$ cat src/rtl/serial_subtractor_pkg.sv
`default_nettype none
// +------------------------------------------------------------------------+
// | Module   : serial_sub_pkg                                              |
// | Purpose  : Shared types and constants for the bit-serial subtractor.   |
// |            Holds the FSM state encoding and the default operand width. |
// | Optional : SERIAL_SUB_OVF_EN (signed overflow flag V) is handled in    |
// |            the interface and top; nothing here depends on it.          |
// | Revision : 1.0 - initial release                                       |
// +------------------------------------------------------------------------+
package serial_sub_pkg;

  localparam int SERIAL_SUB_WIDTH_DEF = 4;

  typedef enum logic [1:0] {
    IDLE = 2'd0,
    RUN  = 2'd1,
    DONE = 2'd2
  } state_t;

endpackage : serial_sub_pkg
`default_nettype wire

$ cat src/rtl/serial_subtractor_if.sv
`default_nettype none
// +------------------------------------------------------------------------+
// | Module   : serial_subtractor_if                                        |
// | Purpose  : Operand/result handshake bundle for serial_subtractor.      |
// | Signals  : in_valid/in_ready, A, B, Bin   - operand side               |
// |            out_valid/out_ready, D, Bout   - result side                |
// |            V                              - only with SERIAL_SUB_OVF_EN|
// | Modports : master - the neighbour that drives operands, takes results  |
// |            slave  - the subtractor itself                              |
// | Revision : 1.0 - initial release                                       |
// +------------------------------------------------------------------------+
interface serial_subtractor_if
  import serial_sub_pkg::*;
#(
  parameter int WIDTH = SERIAL_SUB_WIDTH_DEF
);

  logic             in_valid;
  logic             in_ready;
  logic [WIDTH-1:0] A;
  logic [WIDTH-1:0] B;
  logic             Bin;
  logic             out_valid;
  logic             out_ready;
  logic [WIDTH-1:0] D;
  logic             Bout;
`ifdef SERIAL_SUB_OVF_EN
  logic             V;

  modport master (
    output in_valid, A, B, Bin, out_ready,
    input  in_ready, out_valid, D, Bout, V
  );

  modport slave (
    input  in_valid, A, B, Bin, out_ready,
    output in_ready, out_valid, D, Bout, V
  );
`else
  modport master (
    output in_valid, A, B, Bin, out_ready,
    input  in_ready, out_valid, D, Bout
  );

  modport slave (
    input  in_valid, A, B, Bin, out_ready,
    output in_ready, out_valid, D, Bout
  );
`endif

endinterface : serial_subtractor_if
`default_nettype wire

$ cat src/rtl/serial_subtractor_full_subtractor.sv
`default_nettype none
// +------------------------------------------------------------------------+
// | Module   : full_subtractor                                             |
// | Purpose  : One-bit full subtractor, A - B - Bin.                       |
// | Ports    : A, B, Bin (in)  - minuend bit, subtrahend bit, borrow in    |
// |            D, Bout (out)   - difference bit, borrow out               |
// | Revision : 1.0 - initial release                                       |
// +------------------------------------------------------------------------+
module full_subtractor (
  input  wire logic A,
  input  wire logic B,
  input  wire logic Bin,
  output logic      D,
  output logic      Bout
);

  assign D    = A ^ B ^ Bin;
  // Borrow when the minuend bit is 0 against a 1, or when the bits are
  // equal and a borrow is already pending.
  assign Bout = (~A & B) | (~(A ^ B) & Bin);

endmodule : full_subtractor
`default_nettype wire

$ cat src/rtl/serial_subtractor.sv
`default_nettype none
// +------------------------------------------------------------------------+
// | Module   : serial_subtractor                                           |
// | Purpose  : Bit-serial WIDTH-bit subtractor D = A - B - Bin, LSB first, |
// |            one bit per clock through a single full_subtractor and a    |
// |            registered borrow. Operands enter and results leave through |
// |            valid/ready handshakes; no overlap between the two.         |
// | Ports    : clk   - clock, rising edge                                  |
// |            rst_n - synchronous active-low reset                        |
// |            bus   - serial_subtractor_if.slave (handshakes, A/B/Bin,    |
// |                    D/Bout and V when enabled)                          |
// | Optional : SERIAL_SUB_OVF_EN adds the signed overflow flag V and the   |
// |            operand MSB capture registers behind it.                    |
// | Revision : 1.0 - initial release                                       |
// +------------------------------------------------------------------------+
module serial_subtractor
  import serial_sub_pkg::*;
#(
  parameter int WIDTH = SERIAL_SUB_WIDTH_DEF
) (
  input  wire logic          clk,
  input  wire logic          rst_n,
  serial_subtractor_if.slave bus
);

  localparam int c_cnt_w = (WIDTH > 1) ? $clog2(WIDTH) : 1;
  localparam logic [c_cnt_w-1:0] c_last = c_cnt_w'(WIDTH - 1);

  state_t             r_state;
  logic               r_in_ready;
  logic               r_out_valid;
  logic [WIDTH-1:0]   r_a_sh;
  logic [WIDTH-1:0]   r_b_sh;
  logic [WIDTH-1:0]   r_d;
  logic               r_borrow;
  logic [c_cnt_w-1:0] r_cnt;

  logic               w_dbit;
  logic               w_bout;

  full_subtractor u_fs (
    .A    (r_a_sh[0]),
    .B    (r_b_sh[0]),
    .Bin  (r_borrow),
    .D    (w_dbit),
    .Bout (w_bout)
  );

  always_ff @(posedge clk) begin
    if (!rst_n) begin
      r_state     <= IDLE;
      r_in_ready  <= 1'b1;
      r_out_valid <= 1'b0;
      r_a_sh      <= '0;
      r_b_sh      <= '0;
      r_d         <= '0;
      r_borrow    <= 1'b0;
      r_cnt       <= '0;
    end else begin
      case (r_state)
        IDLE: begin
          if (bus.in_valid) begin
            r_a_sh     <= bus.A;
            r_b_sh     <= bus.B;
            r_borrow   <= bus.Bin;
            r_cnt      <= '0;
            r_in_ready <= 1'b0;
            r_state    <= RUN;
          end
        end
        RUN: begin
          // Difference bits enter at the MSB; after WIDTH shifts the first
          // (LSB) result bit has walked down to position 0.
          r_d      <= {w_dbit, r_d[WIDTH-1:1]};
          r_borrow <= w_bout;
          r_a_sh   <= r_a_sh >> 1;
          r_b_sh   <= r_b_sh >> 1;
          r_cnt    <= r_cnt + 1'b1;
          if (r_cnt == c_last) begin
            r_out_valid <= 1'b1;
            r_state     <= DONE;
          end
        end
        DONE: begin
          if (bus.out_ready) begin
            r_out_valid <= 1'b0;
            r_in_ready  <= 1'b1;
            r_state     <= IDLE;
          end
        end
        default: begin
          r_out_valid <= 1'b0;
          r_in_ready  <= 1'b1;
          r_state     <= IDLE;
        end
      endcase
    end
  end

  assign bus.in_ready  = r_in_ready;
  assign bus.out_valid = r_out_valid;
  assign bus.D         = r_d;
  assign bus.Bout      = r_borrow;

`ifdef SERIAL_SUB_OVF_EN
  // The operand shift registers are consumed during RUN, so the sign bits
  // needed for V are kept aside at operand acceptance.
  if (1) begin : g_ovf
    logic r_a_msb;
    logic r_b_msb;

    always_ff @(posedge clk) begin
      if (!rst_n) begin
        r_a_msb <= 1'b0;
        r_b_msb <= 1'b0;
      end else if ((r_state == IDLE) && bus.in_valid) begin
        r_a_msb <= bus.A[WIDTH-1];
        r_b_msb <= bus.B[WIDTH-1];
      end
    end

    // Overflow only possible when operand signs differ; it happened when
    // the result sign departs from the minuend sign. Bin is already in D.
    assign bus.V = (r_a_msb ^ r_b_msb) & (r_d[WIDTH-1] ^ r_a_msb);
  end : g_ovf
`endif

endmodule : serial_subtractor
`default_nettype wire

$ cat src/flat_wrapper.sv
// flat-port wrapper written by rule: the top's interface ports become plain ports
module serial_subtractor_flat import serial_sub_pkg::*;
#(
  parameter int WIDTH = SERIAL_SUB_WIDTH_DEF
)
  (clk, rst_n, bus_in_valid, bus_A, bus_B, bus_Bin, bus_out_ready, bus_in_ready, bus_out_valid, bus_D, bus_Bout);
  serial_subtractor_if #(.WIDTH(WIDTH)) bus_i ();
  input  wire logic clk;
  input  wire logic rst_n;
  input wire logic [$bits(bus_i.in_valid)-1:0] bus_in_valid;
  input wire logic [$bits(bus_i.A)-1:0] bus_A;
  input wire logic [$bits(bus_i.B)-1:0] bus_B;
  input wire logic [$bits(bus_i.Bin)-1:0] bus_Bin;
  input wire logic [$bits(bus_i.out_ready)-1:0] bus_out_ready;
  output wire logic [$bits(bus_i.in_ready)-1:0] bus_in_ready;
  output wire logic [$bits(bus_i.out_valid)-1:0] bus_out_valid;
  output wire logic [$bits(bus_i.D)-1:0] bus_D;
  output wire logic [$bits(bus_i.Bout)-1:0] bus_Bout;
  assign bus_i.in_valid = bus_in_valid;
  assign bus_i.A = bus_A;
  assign bus_i.B = bus_B;
  assign bus_i.Bin = bus_Bin;
  assign bus_i.out_ready = bus_out_ready;
  assign bus_in_ready = bus_i.in_ready;
  assign bus_out_valid = bus_i.out_valid;
  assign bus_D = bus_i.D;
  assign bus_Bout = bus_i.Bout;
  serial_subtractor #(.WIDTH(WIDTH)) u_core (.clk(clk), .rst_n(rst_n), .bus(bus_i));
endmodule
$ cat config.mk
export PLATFORM = sky130hd
export DESIGN_NAME = serial_subtractor_flat
export DESIGN_NICKNAME = d
export VERILOG_FILES = /design/src/rtl/serial_subtractor_pkg.sv /design/src/rtl/serial_subtractor_if.sv /design/src/rtl/serial_subtractor_full_subtractor.sv /design/src/rtl/serial_subtractor.sv /design/src/flat_wrapper.sv
export SDC_FILE = /design/constraint.sdc
export NUM_CORES = 1
export LEC_CHECK = 0
export ABC_AREA = 0
export CAP_MARGIN = 20
export CELL_PAD_IN_SITES_DETAIL_PLACEMENT = 1
export CELL_PAD_IN_SITES_GLOBAL_PLACEMENT = 2
export CORE_MARGIN = 2
export CORE_UTILIZATION = 31
export DETAILED_ROUTE_END_ITERATION = 10
export GPL_TIMING_DRIVEN = 1
export MAX_ROUTING_LAYER = met4
export PLACE_DENSITY_LB_ADDON = 0.1
export SLEW_MARGIN = 20
export SYNTH_ARGS = -nofsm -noshare
export SYNTH_HDL_FRONTEND = slang
export SYNTH_SLANG_ARGS = --single-unit
$ cat constraint.sdc
create_clock -name clk -period 3.29 [get_ports clk]
set_input_delay 0.987 -clock clk [delete_from_list [all_inputs] [get_ports clk]]
set_output_delay 0.987 -clock clk [all_outputs]
set_load 0.01 [all_outputs]
==> flow_summary.toml <==
[floorplan]
ios = 20
start_util_pct = 32.2
die-area_um2 = 3250
fp.dieW_um = 57.0
core_um2 = 2710
die_h_um = 57.0
rows = 19

[global_routing]
grt-ovfl-total = 0
grt_max_degree = 20
grt_antenna_before_repair = 0
grt_pass1_vias = 786
track_usage_pct = 15.0
grt_first_pass_wirelength_um = 3620

[clock_network]
clkSinkCount = 19
postCtsHoldBufs = 0
h-tree-depth = 1
cts_tree = "done"
cts_setup_buffers = 0
cts_inserted_buffers = 3
cts.root.buffer_cell = "clkbuf_4"
clockBufferDepth = 2
cts.repair.resized = 0
clkTransAtPathRegs_ns = 0.11
clkLatencyLatePin_ns = 0.31

[timing]
slew-limit-headroom_pct = 58.3
period_share_pct = 67.7
fmax_mhz = 449
fin_crit_ns = 2.23
fin_ws_ns = 1.06
tightest_slew_ns = 0.623
setup_violations = 0
final.setup.tns_ns = 0
finalClockSkew_ns = 0.00830
slew_viol_final = 0
rsz0062_at_grt = "no"
finalHoldViolations = 0

[layout]
drive_gt1_share_pct = 8.33
finalNetCount = 124
syn_to_final_growth_pct = 23.2
final_cell_mix = "clkdlybuf4s50_1, dfxtp_1, nand2_1, a21boi_0, o22ai_1"
nFillCells = 321
antennaDiodeCount = 0
instances_no_fill = 139

[worst_hold_path]
hold_class = "register to register"
min_from = "u_core.bus.D[0]$_SDFFE_PN0P_"

[route]
avgViaCountPerCell = 5.27
first_pass_iters = 3
first_iter_violations = 18
wl_per_cell_um = 14.9
wirelength_um = 2070
num_vias = 732
drc = 0
ant_nets = 0

[synth]
ys_warn_count = 0
ys_types = 29
avgSynthCellArea_um2 = 9.48
synth_largest_area_cell = "dfxtp_1"
syn-num-nets = 107
synth_cells = 92
seq_area_frac_synth_pct = 43.6
synth_edf_count = 0
synthFlopType = "dfxtp_1"
ys_ff_latch = 19
synthTopCellsByArea = "dfxtp_1, nand2_1, a21boi_0, o221ai_1, buf_6"
synth.top_cell.area_share_pct = 43.6
async_reset_ff_share_pct = 0
syn_area_um2 = 872

[critical_path]
startpoint_type = "register"
critPathMaxFanout = 4
cpLargestDelayFamily = "buffers and inverters"
cp_slowest_cell = "clkdlybuf4s50_1"
worstSetupPathType = "register to primary output"
startpoint = "u_core.bus.Bout$_SDFFE_PN0P_"
cpPeakStageDelay_ns = 0.55
arrival_ns = 1.24
worst-path-buf-inv = 1
rrSetupSlack_ns = 1.98
required_ns = 2.30
cp_cell_sequence = "clkdlybuf4s50_1"
cp-end-kind = "primary output"
rr_startpoint = "u_core.r_state[0]$_SDFFE_PN0P_"

[pwr]
ir_worst_vdd_mv = 0.257
power.total_mw = 0.456
p_leak_nw = 0.382
power.density_nw_per_um2 = 424

[place]
place_ws_ns = 0.870
dp_hpwl_um = 1450
port_buffers = 19
numPlacedInstances = 135
gp_congestion = 0.644

[outcome]
status = "completed"

[flow_run]
drv_cap = 0
-- logic make-up after synthesis --
| family | Yosys count | synth area share [%] |
|---|---|---|
| fa+ha+maj | 2 | 3.73 |
| flops | 19 | 43.6 |
| buf+inv | 11 | 7.75 |
| simple gates | 25 | 14.3 |
| compound gates | 35 | 30.6 |
-- area by class of cell --
cell class              count  area (µm²)  area share, %
inverters                   4        15.0           1.40
well taps                  31        38.8           3.61
multi-input cells          62         424           39.5
repair buffers             19         190           17.7
clock buffers               4        26.3           2.44
flip-flops and latches     19         380           35.4
-- synthesized netlist by cell type, drive strengths merged (2+ instances only) --
library cell  number
buf                6
a21boi             7
nand2b             2
o221a              2
o221ai             4
nand2             15
nor2b              2
a21oi              4
o21a               3
a32oi              2
o22ai              5
inv                4
o21ai              3
nor2               3
dfxtp             19
-- stage by stage --
step | hold WS, ns | cell area, µm² | utilization, %
6_report | 0.476 | 1070 | 39.7
5_1_grt | 0.513 | 1070 | 39.7
3_3_place_gp | 0.456 | 1050 | 38.7
4_1_cts | 0.486 | 1070 | 39.7
3_5_place_dp | 0.467 | 1050 | 38.7
2_1_floorplan | 0.454 | 872 | -
-- where the power goes --
group	leakage, nW	switching (mW)	internal [mW]	total [mW]
Combinational	0.211	0.0343	0.0420	0.0763
Sequential	0.156	0.0133	0.245	0.258
Clock	0.0150	0.0742	0.0473	0.122
Total	0.382	0.122	0.334	0.456
-- flip-flops by register name, indices dropped and copies added, names as in the netlist --
register	count
u_core.r_a_sh	4
u_core.r_b_sh	4
u_core.bus.D	4
u_core.r_state	2
u_core.bus.out_valid	1
u_core.bus.in_ready	1
u_core.r_cnt	2
u_core.bus.Bout	1
-- worst paths after layout --
kind | endpoint | cells after the start
hold reg to reg | u_core.bus.D[0]$_SDFFE_PN0P_ | 2
setup / recovery | bus_Bout | 1
setup reg to reg | u_core.r_state[1]$_SDFFE_PN0P_ | 3
hold / removal | u_core.bus.D[0]$_SDFFE_PN0P_ | 2
-- per-layer routing --
layer  vias up  wire [µm]  global-route usage (%)  share of wire [%]
met2        12       1000                    23.6                 48
met5         -          0                       -                  0
met1       355        948                    18.0                 46
met3         4         86                    4.99                4.2
met4         0         31                    4.98                1.5
li1        361          -                       -                  -
(Power assumes the default switching activity.)
